<file path="src/rtl/onehot_seq_encoder.sv">
// Emits the binary index of every set bit of an accepted request vector, one per valid/ready transfer.
// Scan order: lowest bit first by default; define ENC_MSB_FIRST_EN for highest bit first.
module onehot_seq_encoder #(
  parameter int WIDTH = 8
) (
  input  logic                     clk,
  input  logic                     resetn,
  input  logic                     in_valid,
  output logic                     in_ready,
  input  logic [WIDTH-1:0]         in_vec,
  output logic                     out_valid,
  input  logic                     out_ready,
  output logic [$clog2(WIDTH)-1:0] out_idx,
  output logic                     out_last,
  output logic                     busy
);

  localparam int IDX_W = $clog2(WIDTH);
  localparam logic [WIDTH-1:0] ONE = WIDTH'(1);

  typedef enum logic {
    IDLE = 1'b0,
    SCAN = 1'b1
  } state_t;

  state_t           r_state;
  logic [WIDTH-1:0] r_pend;
  logic [IDX_W-1:0] w_idx;
  logic             w_last;
  logic             w_xfer;

  // Selection looks only at registered pend, so nothing from out_ready reaches out_idx/out_last.
  always_comb begin
    w_idx = '0;
`ifdef ENC_MSB_FIRST_EN
    for (int i = 0; i < WIDTH; i++) begin
      if (r_pend[i]) w_idx = i[IDX_W-1:0];
    end
`else
    for (int i = WIDTH - 1; i >= 0; i--) begin
      if (r_pend[i]) w_idx = i[IDX_W-1:0];
    end
`endif
  end

  assign w_last    = (r_pend != '0) && ((r_pend & (r_pend - ONE)) == '0);
  assign w_xfer    = (r_state == SCAN) && out_ready;

  assign in_ready  = (r_state == IDLE) && resetn;
  assign out_valid = (r_state == SCAN);
  assign busy      = (r_state == SCAN);
  assign out_idx   = w_idx;
  assign out_last  = w_last;

  always_ff @(posedge clk) begin
    if (!resetn) begin
      r_state <= IDLE;
      r_pend  <= '0;
    end else begin
      case (r_state)
        IDLE: begin
          // An all-zero vector is consumed here without producing any transfer.
          if (in_valid && in_vec != '0) begin
            r_pend  <= in_vec;
            r_state <= SCAN;
          end
        end
        SCAN: begin
          if (w_xfer) begin
            r_pend <= r_pend & ~(ONE << w_idx);
            if (w_last) r_state <= IDLE;
          end
        end
        default: begin
          r_state <= IDLE;
          r_pend  <= '0;
        end
      endcase
    end
  end

endmodule
</file>
<file path="config.mk">
export PLATFORM = sky130hd
export DESIGN_NAME = onehot_seq_encoder
export DESIGN_NICKNAME = d
export VERILOG_FILES = /design/src/rtl/onehot_seq_encoder.sv
export SDC_FILE = /design/constraint.sdc
export NUM_CORES = 1
export LEC_CHECK = 0
export BUFFER_PORTS_ARGS = -buffer_cell sky130_fd_sc_hd__buf_2
export CAP_MARGIN = 30
export CORE_AREA = 2 2 39 41
export CTS_CLUSTER_SIZE = 20
export DETAILED_ROUTE_END_ITERATION = 7
export DIE_AREA = 0 0 41 43
export GPL_TIMING_DRIVEN = 0
export PLACE_DENSITY = 0.76
export SKIP_CTS_REPAIR_TIMING = 1
export SYNTH_ARGS = -nofsm -noshare
export SYNTH_HDL_FRONTEND = slang
export SYNTH_SLANG_ARGS = --single-unit
</file>
<file path="constraint.sdc">
create_clock -name clk -period 4.4 [get_ports clk]
set_clock_uncertainty 0.2 [all_clocks]
set_input_delay 0.22 -clock clk [delete_from_list [all_inputs] [get_ports clk]]
set_output_delay 0.22 -clock clk [all_outputs]
set_load 0.005 [all_outputs]
</file>
==> impl_metrics.csv, run 1 <==
group,metric,value,unit
clocking,cts-buffers-inserted,3,
sta,tns,0,ps
sta,clock.fmax,475.6,MHz
global_route,grt_usage,0.1873,
synthesis,ys_ff_latch,9,
clocking,clk_pin_slew_worst_paths,60,ps
clocking,cts_max_level,1,
die,io_pins,19,
critical_path,r2r-start,"r_pend[0]",
critical_path,setup.worst_path.start,"r_pend[0]",
finish,fin_nets,119,
critical_path,worst-path-buf-inv,2,
finish,area_delta_synth_final,33.76,%
clocking,root_buffer,"clkbuf_4",
synthesis,netlist.area_leader.share,0.3097,
clocking,cts_tree,"yes",
finish,antenna_cells,0,
finish,seqCellArea,180.2,um2
placed_design,dp_hpwl,1103,um
critical_path,required,3980,ps
critical_path,critPathMaxStageDelay,350,ps
critical_path,path_max_fanout,9,
placed_design,gp_congestion,0.8305,
synthesis,synth_warnings,0,
finish,multi_input_area,379.1,um2
power_and_ir_drop,peakVddDrop,0.1545,mV
critical_path,cp-start-kind,"flip-flop",
route,drtAntennaViolNets,0,
critical_path,path_cells,"clkbuf_1, nor3_1, xor2_1, o211a_1, a21oi_1, buf_2",
global_route,grt_pass1_wl,2242,um
synthesis,avgSynthCellArea,7.459,um2
sta,slew_headroom,0.7125,
global_route,antenna_found_initial,0,
run_status,status,"completed",
route,drtIter0Drc,40,
sta,period_needed,2102,ps
route,firstDrtPassIters,4,
die,die_w,41,um
synthesis,synth_largest_area_cell,"dfxtp_1",
synthesis,synthesis.area,581.8,um2
synthesis,ys.flop_type,"dfxtp_1",
power_and_ir_drop,finalPower,0.2551,mW
critical_path,critPathKind,"flip-flop to output port",
flow_run,maxCapViolations,0,
sta,fin_crit_sh,0.4778,
synthesis,async_reset_ff_frac,0,
placed_design,portBuffers,18,
die,initial_core_util,0.4204,
synthesis,synth_nets,90,
synthesis,synth_area_leaders,"dfxtp_1 (31%), o21ai_0 (8.6%), a22o_1 (7.5%), nand2_1 (5.8%), nor2b_1 (5.4%)",
finish,layout-drive-gt1-share,0.2453,
critical_path,setup.worst_path.end,"out_last",
route,routed_wl,1557,um
route,num_vias,715,
sta,hold_viol,0,
route,wl_per_cell,12.76,um
sta,rsz0062_at_grt,"no",
critical_path,arrival,1680,ps
global_route,grt_max_degree,10,
critical_path,r2r_end,"busy",
sta,drv_slew,0,
clocking,clk-insertion-delay-late,260,ps
placed_design,post-place-ws,2596,ps
die,design.die.area,1763,um2
global_route,grt_pass1_vias,547,
sta,setup_violations,0,
critical_path,r2r_slack,2650,ps
synthesis,syn_inst,78,
critical_path,endpoint_kind,"output port",
worst_hold_path,hp-class,"primary input to flip-flop",
die,core,1384,um2
die,rows,14,
synthesis,synth_cell_types,27,
global_route,grt-ovfl-total,0,
power_and_ir_drop,leakage,0.3354,nW
critical_path,critPathTopFamily,"compound AO/OA/AOI/OAI gates",
die,die_y,43,um
clocking,cts_buffer_depth,2,
critical_path,r2r_cells,6,
critical_path,slowest_stage,"nor3_1",
sta,worst_pin_slew,426.8,ps
finish,fillers,124,
route,viasPerCell,5.861,
clocking,cts.sinks,9,
synthesis,synth_seq_area_share,0.3097,
power_and_ir_drop,powerDensity,327.8,nW/um2
sta,fin_ws,2298,ps
critical_path,worst-path-stages,6,
synthesis,synth_edf_count,0,
route,drc_errors,0,
-- registers in the layout (all words and copies together) (netlist names) --
signal	flops
r_pend	8
busy	1
-- placed cells by master, fill, tap and decap left out, drive strengths merged --
master / netlist / routed
buf: 1 / 19
o21ai: 13 / 13
nand2: 9 / 9
dfxtp: 9 / 9
nor2: 7 / 7
clkbuf: 3 / 7
a21oi: 6 / 6
dlygate4sd3: 0 / 6
nor2b: 5 / 5
a22o: 5 / 5
nor4: 3 / 3
nor3: 2 / 2
nand4b: 2 / 2
o211ai: 2 / 2
a21boi: 2 / 2
or4: 2 / 2
inv: 1 / 1
xor2: 1 / 1
o211a: 1 / 1
and2: 1 / 1
and3: 1 / 1
a31oi: 1 / 1
nand3: 1 / 1
-- cell families (layout without fill, tap and decap cells) --
group,Yosys count,count (layout),synth area share
xor+xnor,1,1,0.01506
flops,9,9,0.3097
compound gates,30,30,0.3247
simple gates,33,33,0.3118
buf+inv,5,33,0.03871
-- worst min-delay path, stage by stage --
cell	delay, ps
buf_2	110
nand2_1	50
a21boi_1	50
-- per-stage QoR --
stage	area (um2)	utilization	hold WS (ps)	std cells
after floorplan	581.8	-	126.1	78
after global placement	691.9	0.5000	233.5	112
after detailed placement	691.9	0.5000	234.6	112
after CTS	718.2	0.5190	-32.75	116
after global routing	778.2	0.5624	12.41	122
final	778.2	0.5624	7.799	122
-- synthesized netlist by cell type (2+ instances only) --
cell type / count
a21oi_1: 6
a22o_1: 5
clkbuf_1: 3
dfxtp_1: 9
nand2_1: 9
nand4b_1: 2
nor2_1: 7
nor2b_1: 5
nor3_1: 2
nor4_1: 2
o211ai_1: 2
o21ai_0: 10
o21ai_1: 2
-- power breakdown --
| group | leakage, nW | switching (mW) | internal (mW) |
|---|---|---|---|
| logic | 0.246 | 0.0466 | 0.0444 |
| clock network | 0.0150 | 0.0287 | 0.0349 |
| registers | 0.0741 | 0.0111 | 0.0894 |
| total | 0.335 | 0.0864 | 0.169 |
-- metal layers --
metal | GRT usage | part of all wire
met1 | 0.2305 | 0.41
met2 | 0.2781 | 0.50
met3 | 0.04712 | 0.068
met4 | 0.1133 | 0.016
met5 | 0 | 0
-- how the worst min path moves through the flow --
stage / start / to / slack [ps] / cells after the start
6_report: in_vec[1] / r_pend[1] / 8 / 3
5_1_grt: in_vec[1] / r_pend[1] / 10 / 3
4_1_cts: in_vec[2] / r_pend[2] / -30 / 3
3_5_place_dp: in_vec[6] / r_pend[6] / 230 / 3
3_3_place_gp: in_vec[2] / r_pend[2] / 230 / 3
2_1_floorplan: in_vec[2] / r_pend[2] / 130 / 2
-- final cells by class --
type | count | area share
tap | 16 | 0.02572
multi-input combinational | 64 | 0.4871
timing repair buffer | 24 | 0.1929
clock buffer | 4 | 0.03376
sequential | 9 | 0.2315
buffer | 4 | 0.02412
inverter | 1 | 0.004823
(Power assumes the default switching activity.)
==> run 2, diff against run 1 <==
ABC_AREA = 1   (was default)
CORE_AREA = default   (was 2 2 39 41)
CORE_MARGIN = 2   (was default)
CORE_UTILIZATION = 45   (was default)
DIE_AREA = default   (was 0 0 41 43)
PLACE_DENSITY = 0.79   (was 0.76)
clock period = 1.8 ns   (was 4.4 ns; I/O delays follow)
==> impl_metrics.csv, run 2 <==
group,metric,value,unit
run_status,status,"finished, violations left",
run_status,violations,"hold timing",
clocking,clk-insertion-delay-late,270,ps
synthesis,synth_compound_area_frac,0.1575,
critical_path,r2r_end,"busy",
critical_path,r2r_slack,360,ps
power_and_ir_drop,peakVddDrop,0.4031,mV
route,viasPerCell,5.013,
route,wl_per_cell,10.38,um
die,design.die.area,1904,um2
sta,hold_viol,1,
finish,postLayoutCoreUtil,0.5933,
worst_hold_path,hold_path_end,"r_pend[7]",
synthesis,synth_common_cells,"nand2_1 (39), inv_1 (18), nand3_1 (17)",
clocking,cts_buffer_depth,2,
synthesis,synth_top_family_by_area,"simple AND/OR/NAND/NOR gates",
sta,clock.fmax,580.7,MHz
global_route,busiest_layer,"met2",
finish,layout-drive-gt1-share,0.2153,
synthesis,avgSynthCellArea,5.991,um2
placed_design,gp_congestion,0.8244,
global_route,grt_max_degree,11,
finish,largest-register,"r_pend",
finish,largest_register_ffs,8,
synthesis,synthesis.area,706.9,um2
synthesis,synth_area_leaders,"dfxtp_1 (25%), nand2_1 (21%), nand3_1 (12%), inv_1 (9.6%), a21oi_1 (6.4%)",
clocking,root_buffer,"clkbuf_4",
die,initial_core_util,0.4748,
power_and_ir_drop,leakage,0.4722,nW
critical_path,endpoint_kind,"output port",
finish,stdcell_count,160,
synthesis,netlist.area_leader.share,0.2549,
critical_path,path_max_fanout,7,
route,drc_errors,0,
clocking,cts_tree,"yes",
placed_design,post-place-ws,372.1,ps
finish,final_area,883.3,um2
synthesis,ys.flop_type,"dfxtp_1",
finish,area_delta_synth_final,24.96,%
placed_design,place_area,817.0,um2
worst_hold_path,min_path_cells,5,
finish,final_cell_mix,"nand2_1 (39), inv_1 (18), buf_2 (18)",
synthesis,synth_edf_count,0,
critical_path,required,1510,ps
clocking,cts-buffers-inserted,3,
worst_hold_path,hp-class,"primary input to flip-flop",
die,die_y,43.64,um
synthesis,synth_nets,130,
synthesis,synthMuxAreaShare,0,
die,rows,14,
global_route,grt_pass1_wl,2711,um
synthesis,synth_warnings,0,
synthesis,synth_xor_area_frac,0,
global_route,gr-usage-met3,0.01250,
synthesis,async_reset_ff_frac,0,
synthesis,synth_cell_types,18,
global_route,grt_pass1_vias,664,
die,die_w,43.64,um
die,core,1489,um2
global_route,grt_use_met1,0.2679,
critical_path,cp-start-kind,"flip-flop",
flow_run,maxCapViolations,0,
critical_path,critPathKind,"flip-flop to output port",
route,drtAntennaViolNets,0,
synthesis,synth_largest_area_cell,"dfxtp_1",
critical_path,r2r_cells,8,
critical_path,r2r-start,"r_pend[0]",
finish,fin_nets,157,
finish,final_common_cell,"nand2_1",
sta,drv_slew,0,
route,firstDrtPassIters,4,
route,routed_wl,1660,um
synthesis,synth.most_common_cell,"nand2_1",
finish,antenna_cells,0,
die,io_pins,19,
synthesis,synthSimpleGateAreaFrac,0.4425,
synthesis,yosys.area_share.adder,0,
global_route,grt_usage,0.1792,
clocking,cts_max_level,1,
synthesis,ys_ff_latch,9,
synthesis,synth_seq_area_share,0.2549,
sta,hold_ws,-15.53,ps
sta,worst_pin_slew,293.0,ps
sta,rsz0062_at_grt,"no",
placed_design,dp_cells,152,
worst_hold_path,holdCritStartpoint,"in_vec[7]",
placed_design,portBuffers,18,
sta,setup_violations,0,
sta,fin_ws,77.94,ps
route,num_vias,802,
global_route,antenna_found_initial,0,
sta,tns,0,ps
global_route,grt-ovfl-total,0,
power_and_ir_drop,powerDensity,789.5,nW/um2
route,drtIter0Drc,24,
critical_path,arrival,1430,ps
sta,fin_crit_sh,0.9567,
placed_design,dp_hpwl,1276,um
clocking,clk_pin_slew_worst_paths,60,ps
sta,period_needed,1722,ps
synthesis,syn_inst,118,
clocking,cts.sinks,9,
sta,slew_headroom,0.8042,
global_route,grt_use_met2,0.2735,
[run 2: cell count changes after synthesis, moves of 3 or more]
cell | previous run | this run
nand2_1 | 9 | 39
inv_1 | 1 | 18
nand3_1 | 1 | 17
a22o_1 | 5 | 0
nor2b_1 | 5 | 0
a21oi_1 | 6 | 9
clkbuf_1 | 3 | 0
o21ai_0 | 10 | 7
[run 2: through the flow]
step	hold slack (ps)	power, mW
after floorplan	0.4459	0.4491
after global placement	104.7	0.5296
after detailed placement	111.9	0.5353
after CTS	-164.5	0.6943
after global routing	24.92	0.7486
final	-15.53	0.6974
[run 2: layer usage]
| layer | vias up | share of wire |
|---|---|---|
| met3 | 2 | 0.048 |
| met5 | - | 0 |
| met1 | 347 | 0.47 |
| met4 | 0 | 0.010 |
| li1 | 425 | - |
| met2 | 28 | 0.47 |
[run 2: where the power goes]
group | switching [mW] | internal (mW)
logic | 0.164 | 0.128
clock network | 0.0744 | 0.0856
registers | 0.0263 | 0.220
[run 2: how the worst max path moves through the flow]
stage,end,cells after the start,start
finish,out_last,7,r_pend[0]
global route,out_last,7,r_pend[0]
CTS,out_last,7,r_pend[0]
detailed placement,out_last,7,r_pend[0]
global placement,out_last,7,r_pend[0]
floorplan,r_pend[5],7,busy
[run 2: layout make-up]
cell class                      count  area (um2)
Clock buffer                        4       26.28
Inverter                           19       83.83
Multi-Input combinational cell     88       424.2
Buffer                              2       18.77
Fill cell                         158       605.6
Tap cell                           16       20.02
Timing Repair Buffer               22       130.1
Sequential cell                     9       180.2
[run 2: cell families (layout without fill, tap and decap cells)]
kind of cell | count (synthesis) | in the layout
compound gates | 19 | 19
buf+inv | 21 | 47
simple gates | 69 | 69
flops | 9 | 9
[run 2: worst max-delay path: stages, from the launching register on]
cell and delay, ps:
dfxtp_1 370, nor2_4 200, nand3_1 100, nand2_1 100, inv_1 50, nor2_2 110
and2_1 120, buf_2 100
==> run 3, diff against run 2 <==
GPL_ROUTABILITY_DRIVEN = 0   (was default)
REMOVE_ABC_BUFFERS = 1   (was default)
==> impl_metrics.csv, run 3 (synthesized netlist as in run 2, its figures left out) <==
group,metric,value,unit
run_status,status,"finished, violations left",
run_status,violations,"hold timing",
global_route,grt_pass1_vias,637,
route,firstDrtPassIters,4,
sta,fin_crit_sh,0.9312,
sta,tns,0,ps
critical_path,endpoint_kind,"output port",
critical_path,path_max_fanout,7,
global_route,grt_usage,0.1752,
sta,setup_violations,0,
clocking,cts-buffers-inserted,3,
sta,clock.fmax,596.6,MHz
sta,rsz0062_at_grt,"no",
die,io_pins,19,
clocking,clk-insertion-delay-late,260,ps
finish,antenna_cells,0,
finish,postLayoutCoreUtil,0.5908,
route,wl_per_cell,10.86,um
sta,hold_ws,-19.17,ps
power_and_ir_drop,finalPower,0.6955,mW
critical_path,r2r_cells,5,
clocking,clk_pin_slew_worst_paths,60,ps
finish,layout-drive-gt1-share,0.2308,
finish,final_cell_mix,"nand2_1 (39), inv_1 (18), buf_2 (18)",
global_route,grt_pass1_wl,2553,um
global_route,grt-ovfl-total,0,
sta,slew_headroom,0.7967,
sta,worst_pin_slew,304.2,ps
worst_hold_path,hp-class,"primary input to flip-flop",
finish,final_common_cell,"nand2_1",
finish,largest_register_ffs,8,
global_route,grt_max_degree,13,
power_and_ir_drop,leakage,0.4701,nW
die,die_w,43.64,um
sta,drv_slew,0,
die,initial_core_util,0.4748,
critical_path,r2r_slack,350,ps
sta,hold_viol,1,
critical_path,cp-start-kind,"flip-flop",
finish,fin_nets,156,
placed_design,portBuffers,18,
route,num_vias,790,
clocking,cts_tree,"yes",
clocking,cts_buffer_depth,2,
critical_path,critPathMaxStageDelay,340,ps
critical_path,r2r-start,"busy",
route,drc_errors,0,
route,drtIter0Drc,19,
clocking,cts_max_level,1,
route,drtAntennaViolNets,0,
clocking,cts.sinks,9,
power_and_ir_drop,powerDensity,790.8,nW/um2
die,die_y,43.64,um
critical_path,arrival,1390,ps
critical_path,slowest_stage,"dfxtp_1",
critical_path,setup.worst_path.end,"out_last",
critical_path,critPathKind,"flip-flop to output port",
global_route,grt_use_met1,0.2436,
critical_path,r2r_end,"r_pend[1]",
die,design.die.area,1904,um2
finish,largest-register,"r_pend",
global_route,grt_use_met2,0.2706,
critical_path,setup.worst_path.start,"r_pend[1]",
placed_design,dp_hpwl,1229,um
critical_path,path_cells,"nor2_4, nand3_1, nand2_1, inv_1, nor2_2, and2_1, buf_2",
global_route,busiest_layer,"met2",
critical_path,required,1510,ps
die,core,1489,um2
global_route,gr-usage-met3,0,
flow_run,maxCapViolations,0,
die,rows,14,
sta,period_needed,1676,ps
global_route,antenna_found_initial,0,
power_and_ir_drop,peakVddDrop,0.5967,mV
route,viasPerCell,4.969,
finish,area_delta_synth_final,24.42,%
clocking,root_buffer,"clkbuf_4",
route,routed_wl,1727,um
-- run 3: cell count changes in the layout (fill, tap and decap cells not counted) --
cell and change:
buf_6 -1, dfxtp_1 -2, dfxtp_2 +2, nand3_1 -1
nand3_2 +1
-- run 3: per-stage QoR --
stage               instances  setup WS [ps]  cell area, um2
finish                    159          123.9           879.6
global route              159          31.17           879.6
CTS                       154          74.03           824.5
detailed placement        150          137.1           798.3
global placement          150          147.8           798.3
floorplan                 116          298.9           688.2
-- run 3: layout make-up --
class	count	area, um2
flip-flops and latches	9	182.7
inverters	19	83.83
fillers	142	609.3
clock buffers	4	26.28
repair buffers	23	137.6
multi-input cells	88	429.2
well taps	16	20.02
-- run 3: worst max-delay path, delay by kind of cell, from the launching register on --
family	cells	cell delay, ps
buffers and inverters	2	150
AND/OR/NAND/NOR	5	620
flip-flops	1	340
-- run 3: worst min path at each step --
stage	startpoint	end	slack, ps	cells after the start
6_report	in_vec[7]	r_pend[7]	-20	5
5_1_grt	in_vec[4]	r_pend[4]	20	5
4_1_cts	in_vec[1]	r_pend[1]	-140	3
3_5_place_dp	in_vec[1]	r_pend[1]	110	3
3_3_place_gp	in_vec[1]	r_pend[1]	110	3
2_1_floorplan	in_vec[1]	r_pend[1]	0.4	2
-- run 3: report_power, final --
group	total, mW	internal (mW)	switching [mW]
Sequential	0.259	0.221	0.0384
Combinational	0.276	0.122	0.154
Clock	0.160	0.0857	0.0744
Total	0.696	0.429	0.267
-- run 3: routing by layer --
layer  vias up  part of all wire
met5         -                 0
met4         0             0.021
met3         4             0.043
met2        26              0.47
met1       339              0.47
li1        421                 -
